--- src/rtl/ud_sweep_ctrl.sv ---
// Up/down sweep controller: counts between latched bounds lo..hi with a
// prescaled step rate, optional cycle limit, hold/stop control and 7-seg output.
module ud_sweep_ctrl #(
    parameter int STEP_DIV = 1
) (
    input  logic       cp,
    input  logic       reset,
    input  logic       start,
    input  logic       stop,
    input  logic       hold,
    input  logic [3:0] lo,
    input  logic [3:0] hi,
    input  logic [3:0] ncyc,
    output logic       x,
    output logic [3:0] out,
    output logic [6:0] display,
    output logic       busy,
    output logic       done,
    output logic       err
);

    localparam int PW = (STEP_DIV > 1) ? $clog2(STEP_DIV) : 1;
    localparam logic [PW-1:0] PRESC_LAST = PW'(STEP_DIV - 1);

    typedef enum logic [1:0] {IDLE, UP, DOWN} state_t;

    state_t          state_reg, state_next;
    logic [3:0]      out_reg, out_next;
    logic [3:0]      lo_reg, lo_next;
    logic [3:0]      hi_reg, hi_next;
    logic [3:0]      ncyc_reg, ncyc_next;
    logic [3:0]      cyc_reg, cyc_next;
    logic [PW-1:0]   presc_reg, presc_next;
    logic            done_reg, done_next;
    logic            err_reg, err_next;

    logic            accept, reject, step, cycle_end, final_cycle;
    logic [3:0]      cyc_inc;

    // stop outranks start, so neither accept nor reject can fire with it
    assign accept      = (state_reg == IDLE) && start && !stop && (lo <= hi);
    assign reject      = (state_reg == IDLE) && start && !stop && (lo > hi);
    assign step        = (state_reg != IDLE) && !stop && !hold && (presc_reg == PRESC_LAST);
    assign cyc_inc     = cyc_reg + 4'd1;
    assign cycle_end   = step && (state_reg == DOWN) && (out_reg == lo_reg);
    assign final_cycle = cycle_end && (ncyc_reg != 4'd0) && (cyc_inc == ncyc_reg);

    always_ff @(posedge cp or negedge reset) begin
        if (!reset) begin
            state_reg <= IDLE;
        end else begin
            state_reg <= state_next;
        end
    end

    always_comb begin
        state_next = state_reg;
        case (state_reg)
            IDLE: begin
                if (accept) state_next = UP;
            end
            UP: begin
                if (stop)                              state_next = IDLE;
                else if (step && (out_reg == hi_reg))  state_next = DOWN;
            end
            DOWN: begin
                if (stop)           state_next = IDLE;
                else if (cycle_end) state_next = final_cycle ? IDLE : UP;
            end
            default: state_next = IDLE;
        endcase
    end

    always_comb begin
        out_next   = out_reg;
        lo_next    = lo_reg;
        hi_next    = hi_reg;
        ncyc_next  = ncyc_reg;
        cyc_next   = cyc_reg;
        presc_next = presc_reg;
        done_next  = final_cycle;
        err_next   = reject;
        if (accept) begin
            lo_next    = lo;
            hi_next    = hi;
            ncyc_next  = ncyc;
            out_next   = lo;
            cyc_next   = 4'd0;
            presc_next = '0;
        end else if ((state_reg != IDLE) && !stop && !hold) begin
            presc_next = (presc_reg == PRESC_LAST) ? '0 : presc_reg + PW'(1);
        end
        if (step && (state_reg == UP) && (out_reg < hi_reg)) begin
            out_next = out_reg + 4'd1;
        end
        if (step && (state_reg == DOWN)) begin
            if (out_reg > lo_reg) out_next = out_reg - 4'd1;
            else                  cyc_next = cyc_inc;
        end
    end

    always_ff @(posedge cp or negedge reset) begin
        if (!reset) begin
            out_reg   <= 4'd0;
            lo_reg    <= 4'd0;
            hi_reg    <= 4'd0;
            ncyc_reg  <= 4'd0;
            cyc_reg   <= 4'd0;
            presc_reg <= '0;
            done_reg  <= 1'b0;
            err_reg   <= 1'b0;
        end else begin
            out_reg   <= out_next;
            lo_reg    <= lo_next;
            hi_reg    <= hi_next;
            ncyc_reg  <= ncyc_next;
            cyc_reg   <= cyc_next;
            presc_reg <= presc_next;
            done_reg  <= done_next;
            err_reg   <= err_next;
        end
    end

    // Direction is implied by the state: only DOWN reports 0
    always_comb begin
        x    = (state_reg != DOWN);
        busy = (state_reg != IDLE);
        out  = out_reg;
        done = done_reg;
        err  = err_reg;
        case (out_reg)
            4'h0: display = 7'b1111110;
            4'h1: display = 7'b0110000;
            4'h2: display = 7'b1101101;
            4'h3: display = 7'b1111001;
            4'h4: display = 7'b0110011;
            4'h5: display = 7'b1011011;
            4'h6: display = 7'b1011111;
            4'h7: display = 7'b1110000;
            4'h8: display = 7'b1111111;
            4'h9: display = 7'b1111011;
            4'hA: display = 7'b1110111;
            4'hB: display = 7'b0011111;
            4'hC: display = 7'b1001110;
            4'hD: display = 7'b0111101;
            4'hE: display = 7'b1001111;
            default: display = 7'b1000111;
        endcase
    end

endmodule

--- config.mk ---
export PLATFORM = sky130hd
export DESIGN_NAME = ud_sweep_ctrl
export DESIGN_NICKNAME = d
export VERILOG_FILES = /design/src/rtl/ud_sweep_ctrl.sv
export SDC_FILE = /design/constraint.sdc
export NUM_CORES = 1
export LEC_CHECK = 0
export BUFFER_PORTS_ARGS = -buffer_cell sky130_fd_sc_hd__buf_2
export CORE_UTILIZATION = 41
export CTS_BUF_LIST = sky130_fd_sc_hd__clkbuf_4
export DETAILED_ROUTE_END_ITERATION = 7
export PLACE_DENSITY = 0.73
export SKIP_LAST_GASP = 1
export SYNTH_ARGS = -nofsm -noshare
export SYNTH_HDL_FRONTEND = slang
export SYNTH_SLANG_ARGS = --single-unit
--- constraint.sdc ---
create_clock -name cp -period 3.5 [get_ports cp]
set_input_delay 0.35 -clock cp [delete_from_list [all_inputs] [get_ports cp]]
set_output_delay 0.35 -clock cp [all_outputs]
set_load 0.03 [all_outputs]
==> results of run 1 <==
-- metrics by stage --
step           instances  power (mW)  instance area [um^2]
2_1_floorplan        185       1.314                  1760
3_3_place_gp         261       1.535                  1958
3_5_place_dp         261       1.562                  1958
4_1_cts              265       1.689                  1984
5_1_grt              265       1.821                  1984
6_report             265       1.675                  1984
-- cells by family after synthesis --
logic type / synth area share, %
AOI/OAI and AO/OA: 14.43
xor gates and xnor gates: 4.975
adders and majority gates: 14.93
buffers and inverters: 5.401
DFF: 34.12
muxes: 8.671
and+or+nand+nor: 17.48
-- worst max-delay path, stage by stage, from the launching register on --
cell     delay, ps
dfrtp_1        640
inv_1          150
ha_1           360
inv_1           70
mux4_2         450
inv_1           60
buf_2          180
-- cells in the final DEF (no fill, tap or decap), types with 2 or more instances in the layout --
master | synthesis | routed
nor3_1 | 2 | 2
nor2_1 | 13 | 13
mux2_2 | 2 | 2
a21oi_1 | 9 | 9
xor2_1 | 5 | 5
nand2_1 | 11 | 11
o21ai_1 | 6 | 6
mux2i_1 | 4 | 4
nand4_1 | 2 | 2
nand2b_1 | 5 | 5
ha_1 | 21 | 21
buf_2 | 1 | 31
inv_1 | 18 | 18
o21ai_0 | 13 | 13
xnor2_1 | 5 | 5
clkbuf_4 | 0 | 3
dfrtp_1 | 24 | 24
o211ai_1 | 2 | 2
nand3_1 | 4 | 4
a21o_1 | 2 | 2
mux2_1 | 6 | 6
nor2b_1 | 4 | 4
-- where the power goes --
part / internal [mW] / total [mW] / switching, mW
combinational: 0.424 / 1.02 / 0.599
clock: 0.0417 / 0.123 / 0.0811
sequential: 0.377 / 0.529 / 0.151
-- metal layers --
metal / wire length (um) / up-vias
li1: - / 702
met1: 1612 / 642
met2: 1659 / 30
met3: 153 / 2
met4: 19 / 0
met5: 0 / -
-- area by class of cell --
type                            count  area (um^2)
Fill cell                         378         2073
Multi-Input combinational cell    137         1065
Sequential cell                    24        600.6
Timing Repair Buffer               32        162.7
Inverter                           18        67.56
Tap cell                           50        62.56
Clock buffer                        3        22.52
Clock inverter                      1        3.754
-- how the worst max path moves through the flow --
| stage | from | endpoint | slack (ps) | cells after the start |
|---|---|---|---|---|
| floorplan | out[2]$_DFF_PN0_ | display[6] | 1150 | 4 |
| global placement | out[3]$_DFF_PN0_ | cyc_reg[2]$_DFF_PN0_ | 1110 | 7 |
| detailed placement | out[3]$_DFF_PN0_ | cyc_reg[2]$_DFF_PN0_ | 980 | 7 |
| CTS | out[1]$_DFF_PN0_ | display[3] | 910 | 6 |
| global route | out[1]$_DFF_PN0_ | display[3] | 790 | 6 |
| finish | out[1]$_DFF_PN0_ | display[3] | 930 | 6 |
==> out/results.ini, run 1 <==
[yosys]
synth_edf_count = 0
synth_nets = 223
ys_ff_latch = 24
async_flop_share_pct = 100.0
yosysTopAreaCellShare_pct = 34.12
ys_top_cells_by_count = dfrtp_1, ha_1, inv_1, nor2_1, o21ai_0
ys_warn_count = 0
netlist_area_mm2 = 0.001760
ys_types = 44
synthFlopType = dfrtp_1
synth_top_area_cell = dfrtp_1
synthTopCellsByArea = dfrtp_1, ha_1, inv_1, mux2_1, o21ai_0
seq_area_frac_synth_pct = 34.12
synth_area_per_cell_um2 = 9.516
synthCells = 185
synthMostInstantiatedCell = dfrtp_1

[clock_network]
cts.htree.levels = 1
insertion_delay_ps = 320
clockRootBuffer = clkbuf_4
numCtsBuffers = 3
cts.sinks = 24
postCtsHoldBufs = 0
cts_tree = built
ctsResizeCount = 0
clk_path_buf_depth = 2
post_cts_buffers = 0
path_clk_slew_ps = 140

[final_layout]
syn_to_final_growth_pct = 12.72
layout.nets = 254
n_antenna_cell = 0
final_util_pct = 48.91
drive_above_1_share_pct = 20.47

[grt]
grt_max_degree = 25
met2_usage_pct = 26.73
antenna_found_initial = 0
track_usage_pct = 16.47
grtUsageMet1_pct = 23.08
grt_pass1_vias = 1222
gr-total-overflow = 0
grtUsageMet3_pct = 3.547
busiest_layer = met2
grt_pass1_wl_um = 5644

[timing]
tightest_slew_ps = 652.3
drv_slew = 0
relSlewSlack_pct = 56.51
hold_slack_ps = -12.82
worst_clock_skew_ps = 13.99
fmax_mhz = 389.6
setup_viol = 0
period_share_pct = 73.33
rsz0062_at_grt = no
finalHoldViolations = 13
setup_slack_ps = 933.4
setup-tns-final_ps = 0
finalCriticalPeriod_ps = 2567

[drt]
drc_errors = 0
wirelength_um = 3444
ant_nets = 0
via_per_inst = 5.192
wl_per_cell_um = 13.00
num_vias = 1376
dr.first_iter.drc_count = 65
dr.pass1.iters = 4

[floorplan]
die_height_um = 67.53
num_io_pins = 32
num_rows = 23
start_util_pct = 43.39
die_area_mm2 = 0.004560
die_x_um = 67.53
core_mm2 = 0.004058

[setup_path]
cp_max_fo = 12
crit_path_end_kind = output pin
crit_type = flip-flop to output pin
crit_path_start_kind = flip-flop
cp_data_required_time_ps = 3150
r2r-end = cyc_reg[2]$_DFF_PN0_
cp.arrival_ps = 2220
timing.rr.start = out[3]$_DFF_PN0_
rr_worst_depth = 7
worst-r2r-setup-slack_ps = 980

[job]
maxCapViolations = 0

[pwr]
p_leak_nw = 0.9765
pwr_density_cell_mw_per_mm2 = 844.2
ir_drop_uv = 310.6

[outcome]
status = finished, violations left
violations = negative hold slack

[place]
hpwl_um = 2684
port-buffer-count = 31
place.gp.congestion = 0.7821
place_ws_ps = 984.9

[hold_path]
min_path_type = input pin to async pin

No activity file was read; power rests on OpenSTA's default activity.
==> inputs of run 2 (changes only) <==
--- a/config.mk
+++ b/config.mk
@@ -9,7 +9,7 @@
 export CORE_UTILIZATION = 41
 export CTS_BUF_LIST = sky130_fd_sc_hd__clkbuf_4
 export DETAILED_ROUTE_END_ITERATION = 7
-export PLACE_DENSITY = 0.73
+export PLACE_DENSITY = 0.75
 export SKIP_LAST_GASP = 1
 export SYNTH_ARGS = -nofsm -noshare
 export SYNTH_HDL_FRONTEND = slang
==> constraint.sdc (replaced) <==
create_clock -name cp -period 2.3 [get_ports cp]
set_input_delay 0.23 -clock cp [delete_from_list [all_inputs] [get_ports cp]]
set_output_delay 0.23 -clock cp [all_outputs]
set_load 0.03 [all_outputs]
==> out/results.ini, run 2 (synthesis gave the netlist of run 1 again) <==
[clock_network]
insertion_delay_ps = 320
numCtsBuffers = 3
cts.htree.levels = 1
cts_tree = built
cts.sinks = 24
clk_path_buf_depth = 2
clockRootBuffer = clkbuf_4
path_clk_slew_ps = 130

[hold_path]
min_path_type = input pin to flip-flop
worstHoldStart = ncyc[2]

[setup_path]
timing.rr.start = out[1]$_DFF_PN0_
crit_path_end_kind = output pin
cp_max_fo = 9
crit_path_start_kind = flip-flop
cp.arrival_ps = 1980
crit_type = flip-flop to output pin
cp-startpoint = out[1]$_DFF_PN0_
cp_data_required_time_ps = 2070

[final_layout]
mostFrequentLayoutCell = buf_2
n_antenna_cell = 0
final_cell_mix = buf_2, dfrtp_1, ha_1, inv_1
drive_above_1_share_pct = 23.66
layout.nets = 263
seqCellArea_um2 = 600.6
multiInputGateArea_mm2 = 0.001077
syn_to_final_growth_pct = 17.55
fillerInstances = 378

[timing]
hold_slack_ps = 112.1
setup-tns-final_ps = 0
finalHoldViolations = 0
worst_clock_skew_ps = 1.634
finalCriticalPeriod_ps = 2211
rsz0062_at_grt = no
fmax_mhz = 452.3
relSlewSlack_pct = 63.94
tightest_slew_ps = 541.0
setup_viol = 0
drv_slew = 0
period_share_pct = 96.14

[grt]
gr-total-overflow = 0
track_usage_pct = 17.61
grt_max_degree = 25
grt_pass1_wl_um = 6003
antenna_found_initial = 0
grt_pass1_vias = 1353

[job]
maxCapViolations = 0

[pwr]
p_sw_mw = 1.328
ir_drop_uv = 580.5
p_sw_share_pct = 49.08
p_seq_share_pct = 25.1
pwr-share-clk_pct = 7.1
power_frac_comb_pct = 67.8
p_leak_nw = 1.017
pwr_density_cell_mw_per_mm2 = 1308
internal_power_mw = 1.378

[floorplan]
die_area_mm2 = 0.004560
die_height_um = 67.53
num_rows = 23
num_io_pins = 32
die_x_um = 67.53
start_util_pct = 43.39
core_mm2 = 0.004058

[drt]
ant_nets = 0
num_vias = 1481
drc_errors = 0
via_per_inst = 5.405
wirelength_um = 3760
dr.pass1.iters = 4
dr.first_iter.drc_count = 55
wl_per_cell_um = 13.72

[place]
port-buffer-count = 31
place.gp.congestion = 0.8300
hpwl_um = 2991

[outcome]
status = completed

-- run 2: metal layers --
| layer | vias to the layer above | part of all wire (%) | track usage [%] |
|---|---|---|---|
| met5 | - | 0 | 0 |
| met4 | 0 | 1.4 | 6.915 |
| met1 | 723 | 48 | 23.71 |
| met2 | 27 | 49 | 28.59 |
| li1 | 723 | - | - |
| met3 | 8 | 2.4 | 2.027 |
-- run 2: repair_timing --
item,in CTS,in global routing
gates cloned,0,0
gates resized for setup,0,2
endpoints found under the hold margin,24,0
pin swaps,0,0
hold buffers,1,0
endpoints found under the setup margin,1,1
buffers inserted,1,0
-- run 2: worst max-delay path, stage by stage, from the launching register on --
cell and delay, ps:
dfrtp_1 370, buf_4 170, inv_1 110, ha_4 290, inv_1 40, mux4_2 440
inv_1 60, clkbuf_4 170
-- run 2: final cells by class --
| type | count | share of cell area [%] |
|---|---|---|
| Clock inverter | 1 | 0.1814 |
| Multi-Input combinational cell | 137 | 52.06 |
| Tap cell | 50 | 3.023 |
| Timing Repair Buffer | 41 | 11.37 |
| Sequential cell | 24 | 29.02 |
| Inverter | 18 | 3.265 |
| Clock buffer | 3 | 1.088 |
-- run 2: power by group through the flow --
| stage | registers, mW | logic, mW | clock network (mW) |
|---|---|---|---|
| floorplan | 0.772 | 1.23 | 0 |
| global placement | 0.694 | 1.72 | 0 |
| detailed placement | 0.696 | 1.77 | 0 |
| CTS | 0.679 | 1.80 | 0.196 |
| global route | 0.698 | 2.02 | 0.209 |
| finish | 0.679 | 1.83 | 0.193 |
-- run 2: path summary, 6_finish.rpt --
check | to | slack, ps | depth (start not counted)
min reg2reg | lo_reg[2]$_DFFE_PN0P_ | 510 | 1
max reg2reg | out[0]$_DFF_PN0_ | 220 | 8
min | ncyc_reg[2]$_DFFE_PN0P_ | 110 | 2
max | display[3] | 90 | 7
max in group asynchronous | err$_DFF_PN0_ | 1540 | 2
min in group asynchronous | ncyc_reg[0]$_DFFE_PN0P_ | 410 | 2
-- run 2: stage by stage --
| step | instance area [um^2] | std cells | worst slack, ps | power, mW | utilization, % |
|---|---|---|---|---|---|
| 5_1_grt | 2069 | 274 | 17.29 | 2.925 | 51.00 |
| 3_3_place_gp | 2011 | 268 | 314.7 | 2.411 | 49.55 |
| 3_5_place_dp | 2011 | 268 | 309.8 | 2.469 | 49.55 |
| 4_1_cts | 2054 | 274 | 63.62 | 2.674 | 50.63 |
| 6_report | 2069 | 274 | 88.84 | 2.707 | 51.00 |
| 2_1_floorplan | 1760 | 185 | 74.33 | 2.000 | - |
